$ cat src/rtl/v2f_arith_pkg.sv
// Shared arithmetic definitions for the v2f wide-arithmetic library cells:
// limb width, the sequential-unit state encoding and a limb-count helper.
package v2f_arith_pkg;

  localparam int LIMB_WIDTH = 32;

  typedef enum logic [1:0] {
    IDLE = 2'd0,
    CALC = 2'd1,
    DONE = 2'd2
  } state_t;

  // Number of LIMB_WIDTH limbs in a WIDTH-bit operand (WIDTH is a multiple of 32).
  function automatic int limb_count(input int width);
    return width / LIMB_WIDTH;
  endfunction

endpackage

$ cat src/rtl/v2f_seq_divmod_wide_if.sv
// Operand/result bus of the sequential wide divider.
//
// Handshake: a transfer happens on a rising pos_clk edge where valid and
// ready are both high. The producer holds valid and its payload stable until
// that edge; ready may be any value and does not depend on valid. On the input
// side the divider is the consumer (in_ready), on the output side it is the
// producer (out_valid) and keeps out_* stable until out_ready is seen.
interface v2f_seq_divmod_wide_if #(
  parameter int WIDTH = 64
);
  logic             in_valid;
  logic             in_ready;
  logic [WIDTH-1:0] in_dividend;
  logic [WIDTH-1:0] in_divisor;
  logic             out_valid;
  logic             out_ready;
  logic [WIDTH-1:0] out_quotient;
  logic [WIDTH-1:0] out_remainder;
  logic             out_div_zero;

  // Side that supplies operands and consumes results.
  modport master (
    output in_valid, in_dividend, in_divisor, out_ready,
    input  in_ready, out_valid, out_quotient, out_remainder, out_div_zero
  );

  // The divider itself.
  modport slave (
    input  in_valid, in_dividend, in_divisor, out_ready,
    output in_ready, out_valid, out_quotient, out_remainder, out_div_zero
  );
endinterface

$ cat src/rtl/v2f_limb_sub.sv
// Combinational WIDTH-bit subtractor A-B assembled from 32-bit limbs with a
// ripple borrow, so no single arithmetic operator is wider than 33 bits.
module v2f_limb_sub
  import v2f_arith_pkg::*;
#(
  parameter int WIDTH = 64
) (
  input  logic [WIDTH-1:0] a,
  input  logic [WIDTH-1:0] b,
  output logic [WIDTH-1:0] diff,
  output logic             borrow
);

  localparam int NUM_LIMBS = limb_count(WIDTH);

  for (genvar l = 0; l < NUM_LIMBS; l++) begin : g_limb
    logic                  borrow_in;
    logic                  borrow_out;
    logic [LIMB_WIDTH:0]   part;

    if (l == 0) begin : g_lsb
      assign borrow_in = 1'b0;
    end else begin : g_upper
      assign borrow_in = g_limb[l-1].borrow_out;
    end

    // 33-bit limb subtract; bit 32 of the result is the borrow into the next limb.
    assign part = {1'b0, a[l*LIMB_WIDTH +: LIMB_WIDTH]}
                - {1'b0, b[l*LIMB_WIDTH +: LIMB_WIDTH]}
                - {{LIMB_WIDTH{1'b0}}, borrow_in};

    assign diff[l*LIMB_WIDTH +: LIMB_WIDTH] = part[LIMB_WIDTH-1:0];
    assign borrow_out = part[LIMB_WIDTH];
  end

  assign borrow = g_limb[NUM_LIMBS-1].borrow_out;

endmodule

$ cat src/rtl/v2f_seq_divmod_wide.sv
// Multi-cycle unsigned restoring divider for WIDTH-bit operands
// (WIDTH a multiple of 32, >= 64). ITER_PER_CYCLE shift-subtract steps are
// chained combinationally per clock (must divide WIDTH). Divide by zero
// returns quotient all-ones, remainder = dividend and raises out_div_zero.
module v2f_seq_divmod_wide
  import v2f_arith_pkg::*;
#(
  parameter int WIDTH          = 64,
  parameter int ITER_PER_CYCLE = 1
) (
  input  logic                   pos_clk,
  input  logic                   pos_arst,
  v2f_seq_divmod_wide_if.slave   bus,
  output state_t                 dbg_state
);

  localparam int CW = $clog2(WIDTH) + 1;
  localparam logic [CW-1:0] ITER_C  = CW'(ITER_PER_CYCLE);
  localparam logic [CW-1:0] WIDTH_C = CW'(WIDTH);

  state_t           state;
  logic [WIDTH-1:0] q_reg;
  logic [WIDTH-1:0] r_reg;
  logic [WIDTH-1:0] divisor_reg;
  logic [CW-1:0]    cnt;
  logic [CW-1:0]    cnt_next;
  logic             in_ready_q;
  logic             out_valid_q;
  logic [WIDTH-1:0] quot_q;
  logic [WIDTH-1:0] rem_q;
  logic             div_zero_q;
  logic [WIDTH-1:0] step_q;
  logic [WIDTH-1:0] step_r;

  // Chain of restoring steps. The remainder is carried as WIDTH bits between
  // steps because it is always below the divisor; the shifted value gets one
  // guard bit, and a set guard bit means the subtraction cannot borrow.
  for (genvar i = 0; i < ITER_PER_CYCLE; i++) begin : g_step
    logic [WIDTH-1:0] r_in;
    logic [WIDTH-1:0] q_in;
    logic [WIDTH:0]   r_shift;
    logic [WIDTH-1:0] diff;
    logic             borrow;
    logic             take;
    logic [WIDTH-1:0] r_out;
    logic [WIDTH-1:0] q_out;

    if (i == 0) begin : g_first
      assign r_in = r_reg;
      assign q_in = q_reg;
    end else begin : g_next
      assign r_in = g_step[i-1].r_out;
      assign q_in = g_step[i-1].q_out;
    end

    assign r_shift = {r_in, q_in[WIDTH-1]};

    v2f_limb_sub #(
      .WIDTH (WIDTH)
    ) u_sub (
      .a      (r_shift[WIDTH-1:0]),
      .b      (divisor_reg),
      .diff   (diff),
      .borrow (borrow)
    );

    assign take  = r_shift[WIDTH] | ~borrow;
    assign r_out = take ? diff : r_shift[WIDTH-1:0];
    assign q_out = {q_in[WIDTH-2:0], take};
  end

  assign step_q   = g_step[ITER_PER_CYCLE-1].q_out;
  assign step_r   = g_step[ITER_PER_CYCLE-1].r_out;
  assign cnt_next = cnt + ITER_C;

  // Control FSM with registered handshake and result outputs.
  always_ff @(posedge pos_clk or posedge pos_arst) begin
    if (pos_arst) begin
      state       <= IDLE;
      in_ready_q  <= 1'b1;
      out_valid_q <= 1'b0;
      q_reg       <= '0;
      r_reg       <= '0;
      divisor_reg <= '0;
      cnt         <= '0;
      quot_q      <= '0;
      rem_q       <= '0;
      div_zero_q  <= 1'b0;
    end else begin
      case (state)
        IDLE: begin
          if (bus.in_valid) begin
            q_reg       <= bus.in_dividend;
            divisor_reg <= bus.in_divisor;
            r_reg       <= '0;
            cnt         <= '0;
            in_ready_q  <= 1'b0;
            if (bus.in_divisor == '0) begin
              state       <= DONE;
              out_valid_q <= 1'b1;
              quot_q      <= '1;
              rem_q       <= bus.in_dividend;
              div_zero_q  <= 1'b1;
            end else begin
              state      <= CALC;
              div_zero_q <= 1'b0;
            end
          end
        end
        CALC: begin
          q_reg <= step_q;
          r_reg <= step_r;
          cnt   <= cnt_next;
          if (cnt_next == WIDTH_C) begin
            state       <= DONE;
            out_valid_q <= 1'b1;
            quot_q      <= step_q;
            rem_q       <= step_r;
          end
        end
        DONE: begin
          if (bus.out_ready) begin
            state       <= IDLE;
            out_valid_q <= 1'b0;
            in_ready_q  <= 1'b1;
          end
        end
        default: begin
          state       <= IDLE;
          out_valid_q <= 1'b0;
          in_ready_q  <= 1'b1;
        end
      endcase
    end
  end

  assign bus.in_ready      = in_ready_q;
  assign bus.out_valid     = out_valid_q;
  assign bus.out_quotient  = quot_q;
  assign bus.out_remainder = rem_q;
  assign bus.out_div_zero  = div_zero_q;
  assign dbg_state         = state;

endmodule

$ cat src/flat_wrapper.sv
// flat-port wrapper written by rule: the top's interface ports become plain ports
module v2f_seq_divmod_wide_flat import v2f_arith_pkg::*;
#(
  parameter int WIDTH          = 64,
  parameter int ITER_PER_CYCLE = 1
)
  (pos_clk, pos_arst, dbg_state, bus_in_valid, bus_in_dividend, bus_in_divisor, bus_out_ready, bus_in_ready, bus_out_valid, bus_out_quotient, bus_out_remainder, bus_out_div_zero);
  v2f_seq_divmod_wide_if #(.WIDTH(WIDTH)) bus_i ();
  input  logic pos_clk;
  input  logic pos_arst;
  output state_t dbg_state;
  input wire logic [$bits(bus_i.in_valid)-1:0] bus_in_valid;
  input wire logic [$bits(bus_i.in_dividend)-1:0] bus_in_dividend;
  input wire logic [$bits(bus_i.in_divisor)-1:0] bus_in_divisor;
  input wire logic [$bits(bus_i.out_ready)-1:0] bus_out_ready;
  output wire logic [$bits(bus_i.in_ready)-1:0] bus_in_ready;
  output wire logic [$bits(bus_i.out_valid)-1:0] bus_out_valid;
  output wire logic [$bits(bus_i.out_quotient)-1:0] bus_out_quotient;
  output wire logic [$bits(bus_i.out_remainder)-1:0] bus_out_remainder;
  output wire logic [$bits(bus_i.out_div_zero)-1:0] bus_out_div_zero;
  assign bus_i.in_valid = bus_in_valid;
  assign bus_i.in_dividend = bus_in_dividend;
  assign bus_i.in_divisor = bus_in_divisor;
  assign bus_i.out_ready = bus_out_ready;
  assign bus_in_ready = bus_i.in_ready;
  assign bus_out_valid = bus_i.out_valid;
  assign bus_out_quotient = bus_i.out_quotient;
  assign bus_out_remainder = bus_i.out_remainder;
  assign bus_out_div_zero = bus_i.out_div_zero;
  v2f_seq_divmod_wide #(.WIDTH(WIDTH), .ITER_PER_CYCLE(ITER_PER_CYCLE)) u_core (.pos_clk(pos_clk), .pos_arst(pos_arst), .bus(bus_i), .dbg_state(dbg_state));
endmodule
$ cat config.mk
export PLATFORM = sky130hd
export DESIGN_NAME = v2f_seq_divmod_wide_flat
export DESIGN_NICKNAME = d
export VERILOG_FILES = /design/src/rtl/v2f_arith_pkg.sv /design/src/rtl/v2f_seq_divmod_wide_if.sv /design/src/rtl/v2f_limb_sub.sv /design/src/rtl/v2f_seq_divmod_wide.sv /design/src/flat_wrapper.sv
export SDC_FILE = /design/constraint.sdc
export NUM_CORES = 1
export LEC_CHECK = 0
export CAP_MARGIN = 30
export CORE_MARGIN = 2
export CORE_UTILIZATION = 45
export CTS_CLUSTER_DIAMETER = 100
export DETAILED_ROUTE_END_ITERATION = 12
export PLACE_DENSITY = 0.67
export SETUP_SLACK_MARGIN = 0.1
export SKIP_CTS_REPAIR_TIMING = 1
export SYNTH_ARGS = -nofsm -noshare
export SYNTH_HDL_FRONTEND = slang
export SYNTH_SLANG_ARGS = --single-unit
export TNS_END_PERCENT = 1
$ cat constraint.sdc
create_clock -name pos_clk -period 14.2 [get_ports pos_clk]
set_clock_uncertainty 0.2 [all_clocks]
set_input_delay 2.13 -clock pos_clk [delete_from_list [all_inputs] [get_ports pos_clk]]
set_output_delay 2.13 -clock pos_clk [all_outputs]
set_load 0.03 [all_outputs]
==> out/results.txt <==
Max Fanout on Critical Path -> 41
Remaining Overflow, GRT -> 0
Ports -> 265
initial drt markers -> 907
R2R depth -> 26
Hold Vio Cnt, Final -> 0
CTS Buffer Depth -> 3
Final TNS setup -> 0 ns
most frequent cell after synthesis -> nand2_1
Reg2Reg Setup Slack -> 6.82 ns
Critical R2R Capture -> u_core.bus.out_remainder[59]$_DFFE_PP0P_
CTS tree -> yes
Placer Congestion -> 0.887
CTS root buf -> clkbuf_16
ys flop type -> dfrtp_1
WHS Endpoint -> u_core.bus.out_quotient[43]$_DFFE_PP0P_
die area -> 42,200 um2
Post-synth EDFFs -> 0
register area share after synthesis -> 45.5%
Port Buf Inserts -> 264
Layout area overhead -> 24.2%
post-synth top area cell -> dfrtp_1
Vias -> 16,400
Area contributors post-synth -> dfrtp_1 (45%), nand2_1 (8.5%), o21ai_0 (6.9%)
RSZ-0062 raised after global routing -> no
Starting Density -> 45.7%
critical path class -> register to register
Layout Nets -> 2,564
Worst-Skew Late Latency -> 0.57 ns
CP endpoint kind -> register
gr usage total -> 28.7%
Fillers -> 3,639
pin count of the biggest net entering global routing -> 121
WHS -> 0.276 ns
cells after synthesis -> 2,136
Setup crit start kind -> register
Worst-Margin Slew -> 0.972 ns
first-pass GRT wire length -> 93,300 um
FP Rows -> 73
wire length per cell -> 20.7 um
Core Area -> 39,900 um2
die height -> 205 um
max-slew violations -> 0
hold path start -> u_core.bus.out_quotient[43]$_DFFE_PP0P_
hold depth -> 2
fin crit period -> 7.38 ns
final WL -> 59,800 um
FFs w/ async S/R, synth -> 100%
Critical Path AT -> 7.63 ns
Critical Path RT -> 14.44 ns
fmax -> 0.135 GHz
Sink Count -> 332
Clock Pin Slew Worst Setup and Hold Paths -> 0.06 ns
Vias/cell -> 5.69
synth warn -> 0
outcome -> finished, final reports clean
Synthesized Nets -> 2,366
number of global-route vias before repair -> 16,600
Pre-antenna DRT Iters -> 7
Residual DRC -> 0
worst hold path class -> register to register
TritonCTS buffer count -> 39
most frequent cells after synthesis -> nand2_1 (415), dfrtp_1 (331), o21ai_0 (251)
post-DP HPWL -> 43,500 um
Post-DRT Antenna Nets -> 0
# diodes -> 0
Mapped Area -> 18,300 um2
final setup fails -> 0
Yosys top cell area share -> 45.4%
initial antenna violation count -> 0
Avg Cell Area, Syn -> 8.55 um2
Tcrit/Tclk final -> 52.0%
htree depth -> 2
worst r2r src -> u_core.g_step[0].q_in[63]$_DFFE_PP0P_
# Max-Cap Violations -> 0
Die X -> 205 um
Synth cell types -> 69
synthesized flop and latch total -> 332
Slew headroom -> 35.2%
layout cells sized above 1 -> 4.40%
worst max-delay path by stage:
| stage | depth (start not counted) | start | end |
|---|---|---|---|
| after global placement | 25 | u_core.g_step[0].q_in[63]$_DFFE_PP0P_ | u_core.bus.out_remainder[59]$_DFFE_PP0P_ |
| after CTS | 26 | u_core.g_step[0].q_in[63]$_DFFE_PP0P_ | u_core.bus.out_remainder[59]$_DFFE_PP0P_ |
| after floorplan | 1 | pos_arst | u_core.bus.out_div_zero$_DFFE_PP0P_ |
| after global routing | 26 | u_core.g_step[0].q_in[63]$_DFFE_PP0P_ | u_core.g_step[0].r_in[59]$_DFFE_PP0P_ |
| after detailed placement | 25 | u_core.g_step[0].q_in[63]$_DFFE_PP0P_ | u_core.bus.out_remainder[59]$_DFFE_PP0P_ |
| final | 26 | u_core.g_step[0].q_in[63]$_DFFE_PP0P_ | u_core.bus.out_remainder[59]$_DFFE_PP0P_ |
layout make-up:
class                      instances  area, um2  share of cell area, %
sequential                       332       8310                   36.7
clock buffer                      59       1170                   5.17
tap                              525        657                   2.90
inverter                         138        526                   2.32
timing repair buffer             284       2890                   12.7
multi-input combinational       1539       8970                   39.6
clock inverter                    11        148                  0.651
kinds of logic after synthesis:
group | synth area share (%)
AO/OA/AOI/OAI | 20.6
XOR/XNOR | 2.40
adder cells (fa/ha/maj) | 6.84
buffers and inverters | 5.72
flip-flops | 45.5
multiplexers | 2.54
AND/OR/NAND/NOR | 16.4
layer usage:
| layer | vias to the layer above | track usage, % | routed length, um |
|---|---|---|---|
| met5 | - | 0 | 0 |
| met4 | 0 | 13.4 | 2810 |
| met3 | 125 | 4.69 | 3200 |
| met2 | 511 | 50.3 | 30200 |
| met1 | 8051 | 34.5 | 23600 |
| li1 | 7733 | - | - |
cells in the final DEF (no fill, tap or decap), types with 32 or more instances in the layout:
master	synthesis	layout
clkbuf_16	0	40
dfrtp_1	331	331
xnor2_1	32	32
a21oi_1	124	124
o21ai_0	251	251
ha_1	95	95
nor2_1	147	144
clkdlybuf4s50_1	0	264
nand2_1	415	414
a21o_1	60	60
inv_1	138	137
a31oi_1	78	77
nand3_1	54	54
mux2i_1	44	44
per-stage QoR:
stage	std cells	util [%]	cell area (um2)	setup slack, ns
after global placement	2811	53.1	21200	6.89
after detailed placement	2816	53.3	21300	6.91
final	2888	56.8	22700	6.82
after floorplan	2136	-	18300	2.68
after CTS	2886	56.7	22600	6.88
after global routing	2888	56.8	22700	6.25
worst max-delay path, stage by stage (launching register included):
cell,delay (ns)
dfrtp_1,0.39
inv_1,0.06
ha_1,0.22
fa_1,0.41
nor2b_1,0.16
o31a_1,0.18
a21oi_1,0.11
o21ai_0,0.54
a31oi_1,0.36
o21ai_0,0.40
a21o_1,0.19
a21o_1,0.14
fa_1,0.43
inv_1,0.07
ha_1,0.18
nor2_1,0.07
fa_1,0.43
a21boi_1,0.28
o32a_1,0.25
o211ai_2,0.16
a211oi_1,0.36
or3b_1,0.25
a31o_4,0.45
buf_16,0.32
mux2i_1,0.28
o211ai_1,0.12
a22o_1,0.22
Power is left out: the tool's default activity adds up to more than one toggle a clock period on the data nets, which glitch-free logic cannot reach.
